**config.mk**
```make
export PLATFORM = sky130hd
export DESIGN_NAME = regfile_multiport
export DESIGN_NICKNAME = d
export VERILOG_FILES = /design/src/rtl/regfile_multiport.sv
export SDC_FILE = /design/constraint.sdc
export NUM_CORES = 2
export LEC_CHECK = 0
export BUFFER_PORTS_ARGS = -buffer_cell sky130_fd_sc_hd__buf_2
export CAP_MARGIN = 10
export CELL_PAD_IN_SITES_DETAIL_PLACEMENT = 0
export CELL_PAD_IN_SITES_GLOBAL_PLACEMENT = 1
export CORE_MARGIN = 8
export CORE_UTILIZATION = 54
export CTS_CLUSTER_DIAMETER = 80
export DETAILED_ROUTE_END_ITERATION = 10
export PLACE_DENSITY = 0.8
export SETUP_SLACK_MARGIN = 0.1
export SYNTH_ARGS = -nofsm -noshare
export SYNTH_HDL_FRONTEND = slang
export SYNTH_SLANG_ARGS = --single-unit
```
**constraint.sdc**
```tcl
create_clock -name clock -period 2 [get_ports clock]
set_clock_uncertainty 0.15 [all_clocks]
set_input_delay 0.2 -clock clock [delete_from_list [all_inputs] [get_ports clock]]
set_output_delay 0.2 -clock clock [all_outputs]
set_load 0.01 [all_outputs]
```
**src/rtl/regfile_multiport.sv**
```systemverilog
// Multi-ported register file: one write port, NUM_RD registered read ports,
// optional hard-wired zero register and optional write-to-read forwarding.

// One read port: selects the source for its index and registers it.
module regfile_rd_port #(
    parameter int DATA_W   = 32,
    parameter int ADDR_W   = 5,
    parameter int ZERO_REG = 1,
    parameter int BYPASS   = 1
) (
    input  logic                                   clock,
    input  logic                                   ctrl_reset_n,
    input  logic                                   rd_en,
    input  logic [ADDR_W-1:0]                      rd_addr,
    input  logic [(1<<ADDR_W)-1:0][DATA_W-1:0]     regs,
    input  logic                                   wr_acc,
    input  logic [ADDR_W-1:0]                      wr_addr,
    input  logic [DATA_W-1:0]                      wr_data,
    output logic [DATA_W-1:0]                      rd_data,
    output logic                                   rd_valid
);

    logic [DATA_W-1:0] rd_next;
    logic              zero_hit;
    logic              byp_hit;

    assign zero_hit = (ZERO_REG != 0) && (rd_addr == '0);
    assign byp_hit  = (BYPASS != 0) && wr_acc && (wr_addr == rd_addr);

    // Source select: zero register wins, then same-cycle write data, then storage.
    always_comb begin
        rd_next = regs[rd_addr];
        if (zero_hit)
            rd_next = '0;
        else if (byp_hit)
            rd_next = wr_data;
    end

    // Output register: load on request, otherwise hold data and drop valid.
    always_ff @(posedge clock or negedge ctrl_reset_n) begin
        if (!ctrl_reset_n) begin
            rd_data  <= '0;
            rd_valid <= 1'b0;
        end else begin
            rd_valid <= rd_en;
            if (rd_en)
                rd_data <= rd_next;
        end
    end

endmodule

module regfile_multiport #(
    parameter int DATA_W   = 32,
    parameter int ADDR_W   = 5,
    parameter int NUM_RD   = 2,
    parameter int ZERO_REG = 1,
    parameter int BYPASS   = 1
) (
    input  logic                       clock,
    input  logic                       ctrl_reset_n,
    input  logic                       ctrl_writeEnable,
    input  logic [ADDR_W-1:0]          ctrl_writeReg,
    input  logic [DATA_W-1:0]          data_writeReg,
    input  logic [NUM_RD-1:0]          ctrl_readEn,
    input  logic [NUM_RD*ADDR_W-1:0]   ctrl_readReg,
    output logic [NUM_RD*DATA_W-1:0]   data_readReg,
    output logic [NUM_RD-1:0]          data_readValid,
    output logic [15:0]                write_count
);

    localparam int DEPTH = 1 << ADDR_W;

    logic [DEPTH-1:0][DATA_W-1:0] regs;
    logic                         wr_acc;

    // A write to the hard-wired zero register is dropped entirely (not counted).
    assign wr_acc = ctrl_writeEnable &&
                    !((ZERO_REG != 0) && (ctrl_writeReg == '0));

    // Storage array; entry 0 simply never loads when it is the zero register.
    always_ff @(posedge clock or negedge ctrl_reset_n) begin
        if (!ctrl_reset_n)
            regs <= '0;
        else if (wr_acc)
            regs[ctrl_writeReg] <= data_writeReg;
    end

    // Accepted-write counter; natural 16-bit wrap.
    always_ff @(posedge clock or negedge ctrl_reset_n) begin
        if (!ctrl_reset_n)
            write_count <= '0;
        else if (wr_acc)
            write_count <= write_count + 16'd1;
    end

    // Independent read ports, no arbitration between them.
    genvar p;
    generate
        for (p = 0; p < NUM_RD; p++) begin : g_rd
            regfile_rd_port #(
                .DATA_W   (DATA_W),
                .ADDR_W   (ADDR_W),
                .ZERO_REG (ZERO_REG),
                .BYPASS   (BYPASS)
            ) u_rd (
                .clock        (clock),
                .ctrl_reset_n (ctrl_reset_n),
                .rd_en        (ctrl_readEn[p]),
                .rd_addr      (ctrl_readReg[p*ADDR_W +: ADDR_W]),
                .regs         (regs),
                .wr_acc       (wr_acc),
                .wr_addr      (ctrl_writeReg),
                .wr_data      (data_writeReg),
                .rd_data      (data_readReg[p*DATA_W +: DATA_W]),
                .rd_valid     (data_readValid[p])
            );
        end
    endgenerate

endmodule
```
=== Word-level counts from Yosys, hierarchy flattened ===
Cells that the tools add are included.

* Equality and inequality tests: 2
* Multiplexer cells: 11
* Div/mod/pow operators: 0
* Magnitude comparators: 4
* Multiply operators: 0
* Add/subtract/negate cells: 1
* Shift-type cells: 0
* Bitwise logic cells: 0
* Reductions and logical operators: 8

{| class="wikitable"
|+ Operators with widths
! kind !! number
|-
| $bwmux W1024 || 1
|-
| $bmux W32 S5 || 2
|-
| $mux W32 || 7
|-
| $demux W32 S5 || 1
|-
| $lt A5 B6 Y1 const B || 3
|-
| $add A16 B1 Y16 const B || 1
|-
| $logic_not A5 Y1 || 3
|-
| $eq A5 B5 Y1 || 2
|-
| $ge A5 B1 Y1 const B || 1
|-
| $logic_and A1 B1 Y1 || 4
|-
| $logic_not A1 Y1 || 1
|}

* Bits in registers: 1,106
* Memories: 0
* Output and inout port bits: 82
* Memory bits (writable): 0
* Word-level logic and storage cells: 63
* ROM bits: 0
* Input bits: 52
* Bits in latches: 0

=== Longest topological paths before layout ===
* Word-level depth: 6
* Mapped depth: 8
* Depth with buffers taken out: 5

=== By module ===
Synthesis repeated with hierarchy kept, for this count alone.

* Cell total of the unflattened synthesis: 4,160
* Area total of the unflattened synthesis: 58,418.5 µm²

{| class="wikitable"
|+ By module, submodules not included
! module !! instances !! cells each !! area an instance (µm²)
|-
| regfile_multiport || 1 || 2,346 || 38,682.1
|-
| regfile_rd_port || 2 || 907 || 9,868.2
|}

=== Worst setup path after synthesis ===
No wires, ideal clock.

* Kind: input to register
* Start point: input port ctrl_readReg[5]
* End point: register g_rd[1].u_rd.rd_data[24]
* Path slack: -128 ps
* Setup time: 140 ps
* Stages: 8
* Data arrival time: 1,838 ps
* Required time: 1,710 ps
* Buffers on the path: 4
* Cell sequence: buf_2 -> buf_6 -> buf_6 -> buf_2 -> mux4_2 -> a22o_1 -> nor2_1 -> o221ai_1

* Cells in the longest elaborated chain, start to end: 4

{| class="wikitable"
|+ Ends and longest elaborated chain
! what !! RTL line !! RTL
|-
| start, declared || 66 || <nowiki>input logic [NUM_RD*ADDR_W-1:0] ctrl_readReg,</nowiki>
|-
| $bmux W32 S5 / $eq A5 B5 Y1 (equally long branches) || 32, 28 ||
|-
| $mux W32 (implied by the code) / $logic_and A1 B1 Y1 (equally long branches) || 32, 28 ||
|-
| $mux W32 || 35 || <nowiki>else if (byp_hit)</nowiki>
|-
| $mux W32 * || 33 || <nowiki>if (zero_hit)</nowiki>
|-
| end signal, assigned || 47 || <nowiki>rd_data <= rd_next;</nowiki>
|-
| end, declared || 19 || <nowiki>output logic [DATA_W-1:0] rd_data,</nowiki>
|}

Mark *: on every way between the ends. The rest lies on a longest branch, timed or not. The select of a mux whose other input is x is not followed.
A chain may end at the register's enable or synchronous reset.

=== Worst setup path after layout ===
* Start point: register regs[1015] (netlist bit)
* End point: register g_rd[0].u_rd.rd_data[23]

* Cells in the longest elaborated chain, start to end: 4

{| class="wikitable"
|+ Ends and longest elaborated chain
! what !! RTL line !! RTL
|-
| start, declared || 74 || <nowiki>logic [DEPTH-1:0][DATA_W-1:0] regs;</nowiki>
|-
| start signal, assigned by index || 86 || <nowiki>regs[ctrl_writeReg] <= data_writeReg;</nowiki>
|-
| $bmux W32 S5 || 32 || <nowiki>rd_next = regs[rd_addr];</nowiki>
|-
| $mux W32 (implied by the code) || 32 ||
|-
| $mux W32 || 35 ||
|-
| $mux W32 || 33 ||
|-
| end signal, assigned || 47 ||
|-
| end, declared || 19 ||
|}

Every way passes these cells. The select of a mux whose other input is x is not followed.

==> results.rst <==
.. list-table::
   :header-rows: 1

   * - Metric
     - Value
   * - Routed wire length
     - around 180000 um
   * - Longest individual stage delay on the worst path
     - between 0.5 and 0.6 ns
   * - Cell Rows
     - 120
   * - Detail-routed net length per standard cell
     - 33.9 um
   * - Final WS setup
     - 0.0980 ns
   * - Outcome
     - finished, final reports clean
   * - Height of the die
     - 343 um
   * - Share of layout cells above drive strength 1
     - 0.588
   * - Number of synthesized register bits
     - 1106
   * - Total of max-cap violations
     - 0
   * - Slowest cell on crit path
     - sky130_fd_sc_hd__mux4_2
   * - Largest net degree at the start of global routing
     - approximately 110
   * - Post-Route Setup TNS
     - 0 ns
   * - Req. time, crit path
     - 2.42 ns
   * - Global-route wire length before repair
     - 276000 um
   * - Number of enable flip-flop cells after synthesis
     - 0
   * - Fraction of synthesis flops using an asynchronous set or reset pin
     - 1.00
   * - Launching element type of the critical path
     - flop
   * - Time the worst path needs with I/O delays and setup
     - 1.90 ns
   * - Worst ir drop on vdd
     - slightly above 0.8 mV
   * - Clock latency of the later-clocked register in the worst-skew pair
     - 0.72 ns
   * - Filler instances
     - 7462
   * - Total number of clock tree sinks
     - 1106
   * - Clock root cell
     - sky130_fd_sc_hd__clkbuf_16
   * - Combined global-route utilization of all metal layers
     - 0.316
   * - Number of DRC violations after detailed routing
     - 0
   * - Via count of the first global-routing pass
     - ~40000
   * - Cells along the critical path
     - mux4_2 > mux4_2 > clkinv_4 > o221ai_2
   * - Vias
     - 38000
   * - Number of buffers between clock root and the deepest sink
     - 3
   * - Transition time at the pin with the least slew margin
     - 0.936 ns
   * - Core area
     - 107000 sq um
   * - Setup-failing EPs final
     - 0
   * - Area taken by multi-input logic gates
     - 28200 sq um
   * - Overall die width
     - about 340 um
   * - Placer's final routability congestion estimate
     - between 0.9 and 1
   * - Clock transition at the register clock pins on the worst setup and hold paths after CTS
     - 0.06 ns
   * - Final hold violations
     - 0
   * - Synth Instances
     - 3682
   * - Number of top-level pins
     - approximately 130
   * - Final period utilization
     - 0.951
   * - Areal power density over the cells
     - roughly 990 nW/um^2
   * - Total power
     - 67.3 mW
   * - Count of buffering cells on the critical path with inverters included
     - 1
   * - Worst Setup End Kind
     - flop
   * - Initial core utilization
     - 0.542
   * - Synth cell types
     - 44
   * - Pre-CTS worst setup slack
     - -0.421 ns
   * - Most numerous cell types in the synthesized netlist
     - 1106 x sky130_fd_sc_hd__dfrtp_1, 994 x sky130_fd_sc_hd__mux2_2, 576 x sky130_fd_sc_hd__mux4_2
   * - Critical path's top delay family
     - multiplexers
   * - Count of input and output buffers
     - 133
   * - Remaining antenna violation count after routing
     - 0
   * - DR vias/cell
     - ~7.0
   * - Setup repair after global routing missed its margin
     - true
   * - Yosys top cell area share
     - 0.479
   * - Netlist area before placement
     - 57800 sq um
   * - Headroom to the max-slew limit
     - 0.374
   * - FF-to-FF Start
     - regs[1015]
   * - YS warnings
     - 0
   * - H-tree depth
     - 3
   * - Launch point of the worst path
     - regs[1015]
   * - Area leader, netlist
     - sky130_fd_sc_hd__dfrtp_1
   * - Biggest area contributors in the synthesized netlist
     - sky130_fd_sc_hd__dfrtp_1 48%, sky130_fd_sc_hd__mux4_2 22%, sky130_fd_sc_hd__mux2_2 19%, sky130_fd_sc_hd__a22o_1 1.9%, sky130_fd_sc_hd__clkbuf_1 1.4%
   * - Dominant cell type by count on the critical path
     - sky130_fd_sc_hd__mux4_2
   * - Max Freq
     - approximately 0.53 GHz
   * - Initial antenna violation count
     - 5
   * - Syn nets
     - 3735
   * - Number of pins with negative max-slew slack in the final report
     - 0
   * - Total number of nets in the final design
     - ~4000
   * - WS Path Type
     - flop to flop
   * - Launch point of the worst hold path
     - data_writeReg[4]
   * - Leakage dissipation
     - 29.3 nW
   * - Arrival time at the worst endpoint
     - 2.32 ns
   * - Most used standard cell by instance count after synthesis
     - sky130_fd_sc_hd__dfrtp_1
   * - Overflow left after global routing
     - 0
   * - Maximum fanout along the worst path
     - 3
   * - Full die area
     - roughly 120000 sq um
   * - Detailed-router iteration count before antenna repair
     - 6
   * - Sequential cell area
     - 27700 sq um
   * - Number of clock buffers inserted by TritonCTS
     - 118
   * - Starting DRC count in detailed routing
     - 3755
   * - TritonCTS clock tree
     - done
   * - Synthesized area per cell
     - 15.7 sq um
   * - Kind of path behind the tightest hold check
     - input pin to flop
   * - Core Util, Final
     - 0.637
   * - Post-DP HPWL
     - approximately 120000 um
   * - Top_reg_cell synth
     - sky130_fd_sc_hd__dfrtp_1
   * - Fraction of the yosys area taken by sequential cells
     - 0.479
   * - Area added between synthesis and finish
     - 17.5%
==> cells in the final DEF, fill, tap and decap left out, types with 64 or more instances in the layout <==
cell type	Yosys	routed
sky130_fd_sc_hd__nor2b_1	68	64
sky130_fd_sc_hd__a22o_1	126	126
sky130_fd_sc_hd__buf_4	11	235
sky130_fd_sc_hd__nor2_1	90	69
sky130_fd_sc_hd__mux2_2	994	994
sky130_fd_sc_hd__dfrtp_1	1106	1106
sky130_fd_sc_hd__clkbuf_16	0	122
sky130_fd_sc_hd__buf_2	112	126
sky130_fd_sc_hd__mux4_2	576	576
sky130_fd_sc_hd__buf_12	0	156
==> cell families (layout without fill, tap and decap cells) <==
family,count (synthesis),after routing,synth area share
flip-flops,1106,1106,0.479
AO/OA/AOI/OAI,268,268,0.0408
buffers and inverters,493,837,0.0382
XOR/XNOR,25,25,0.00379
adder cells (fa/ha/maj),1,1,0.000217
multiplexers,1572,1572,0.419
AND/OR/NAND/NOR,217,217,0.0190
other,0,2,0
==> where the power goes <==
part | leakage, nW | switching, mW | internal [mW]
registers | 14.2 | 3.44 | 26.7
logic | 13.1 | 5.76 | 8.83
clock network | 2.00 | 9.30 | 13.2
==> layer usage <==
layer,vias to the layer above,track usage,part of all wire
li1,14800,-,-
met1,20500,0.410,0.37
met2,2065,0.505,0.48
met3,607,0.0662,0.089
met4,0,0.161,0.061
met5,-,0,0
==> metrics by stage <==
step	instances	hold WS, ns	instance area [sq um]
2_1_floorplan	3682	-0.246	58100
3_3_place_gp	5177	0.00706	63400
3_5_place_dp	5178	-0.00234	63400
4_1_cts	5426	0.00436	67800
5_1_grt	5430	0.0403	67900
6_report	5431	0.0374	67900
==> final timing paths <==
| path | end | slack (ns) | depth (start not counted) |
|---|---|---|---|
| setup / recovery | g_rd[0].u_rd.rd_data[23] | 0.1 | 4 |
| max in group asynchronous | regs[815] | 0.16 | 3 |
| setup reg to reg | g_rd[0].u_rd.rd_data[23] | 0.1 | 4 |
| hold / removal | regs[356] | 0.04 | 2 |
| hold reg to reg | regs[25] | 0.24 | 0 |
| min in group asynchronous | regs[345] | 0.19 | 3 |
==> final cells by class <==
class,instances,area share
flip-flops and latches,1106,0.408
well taps,1403,0.0259
diodes,2,0.0000738
clock inverters,33,0.00492
repair buffers,556,0.0874
inverters,67,0.00389
clock buffers,181,0.0542
multi-input cells,2083,0.416
==> state kept, by name (all words and copies together), names as in the netlist <==
| name | count |
|---|---|
| g_rd.u_rd.rd_data | 64 |
| g_rd.u_rd.rd_valid | 2 |
| regs | 1024 |
| write_count | 16 |
==> timing repair <==
| item | CTS | global route |
|---|---|---|
| endpoints found under the setup margin | 2 | 9 |
| buffers inserted | 0 | 3 |
| hold buffers | 34 | 0 |
| gates cloned | 0 | 0 |
| hold endpoints to repair | 1781 | 0 |
| gates resized for setup | 4 | 10 |
| pin swaps | 0 | 0 |
==> worst register-to-register path, stage by stage (launching register included) <==
cell and delay (ns):
sky130_fd_sc_hd__dfrtp_1 0.40, sky130_fd_sc_hd__mux4_2 0.50, sky130_fd_sc_hd__mux4_2 0.54, sky130_fd_sc_hd__clkinv_4 0.09
sky130_fd_sc_hd__o221ai_2 0.09
No activity file was read; power rests on OpenSTA's default activity.
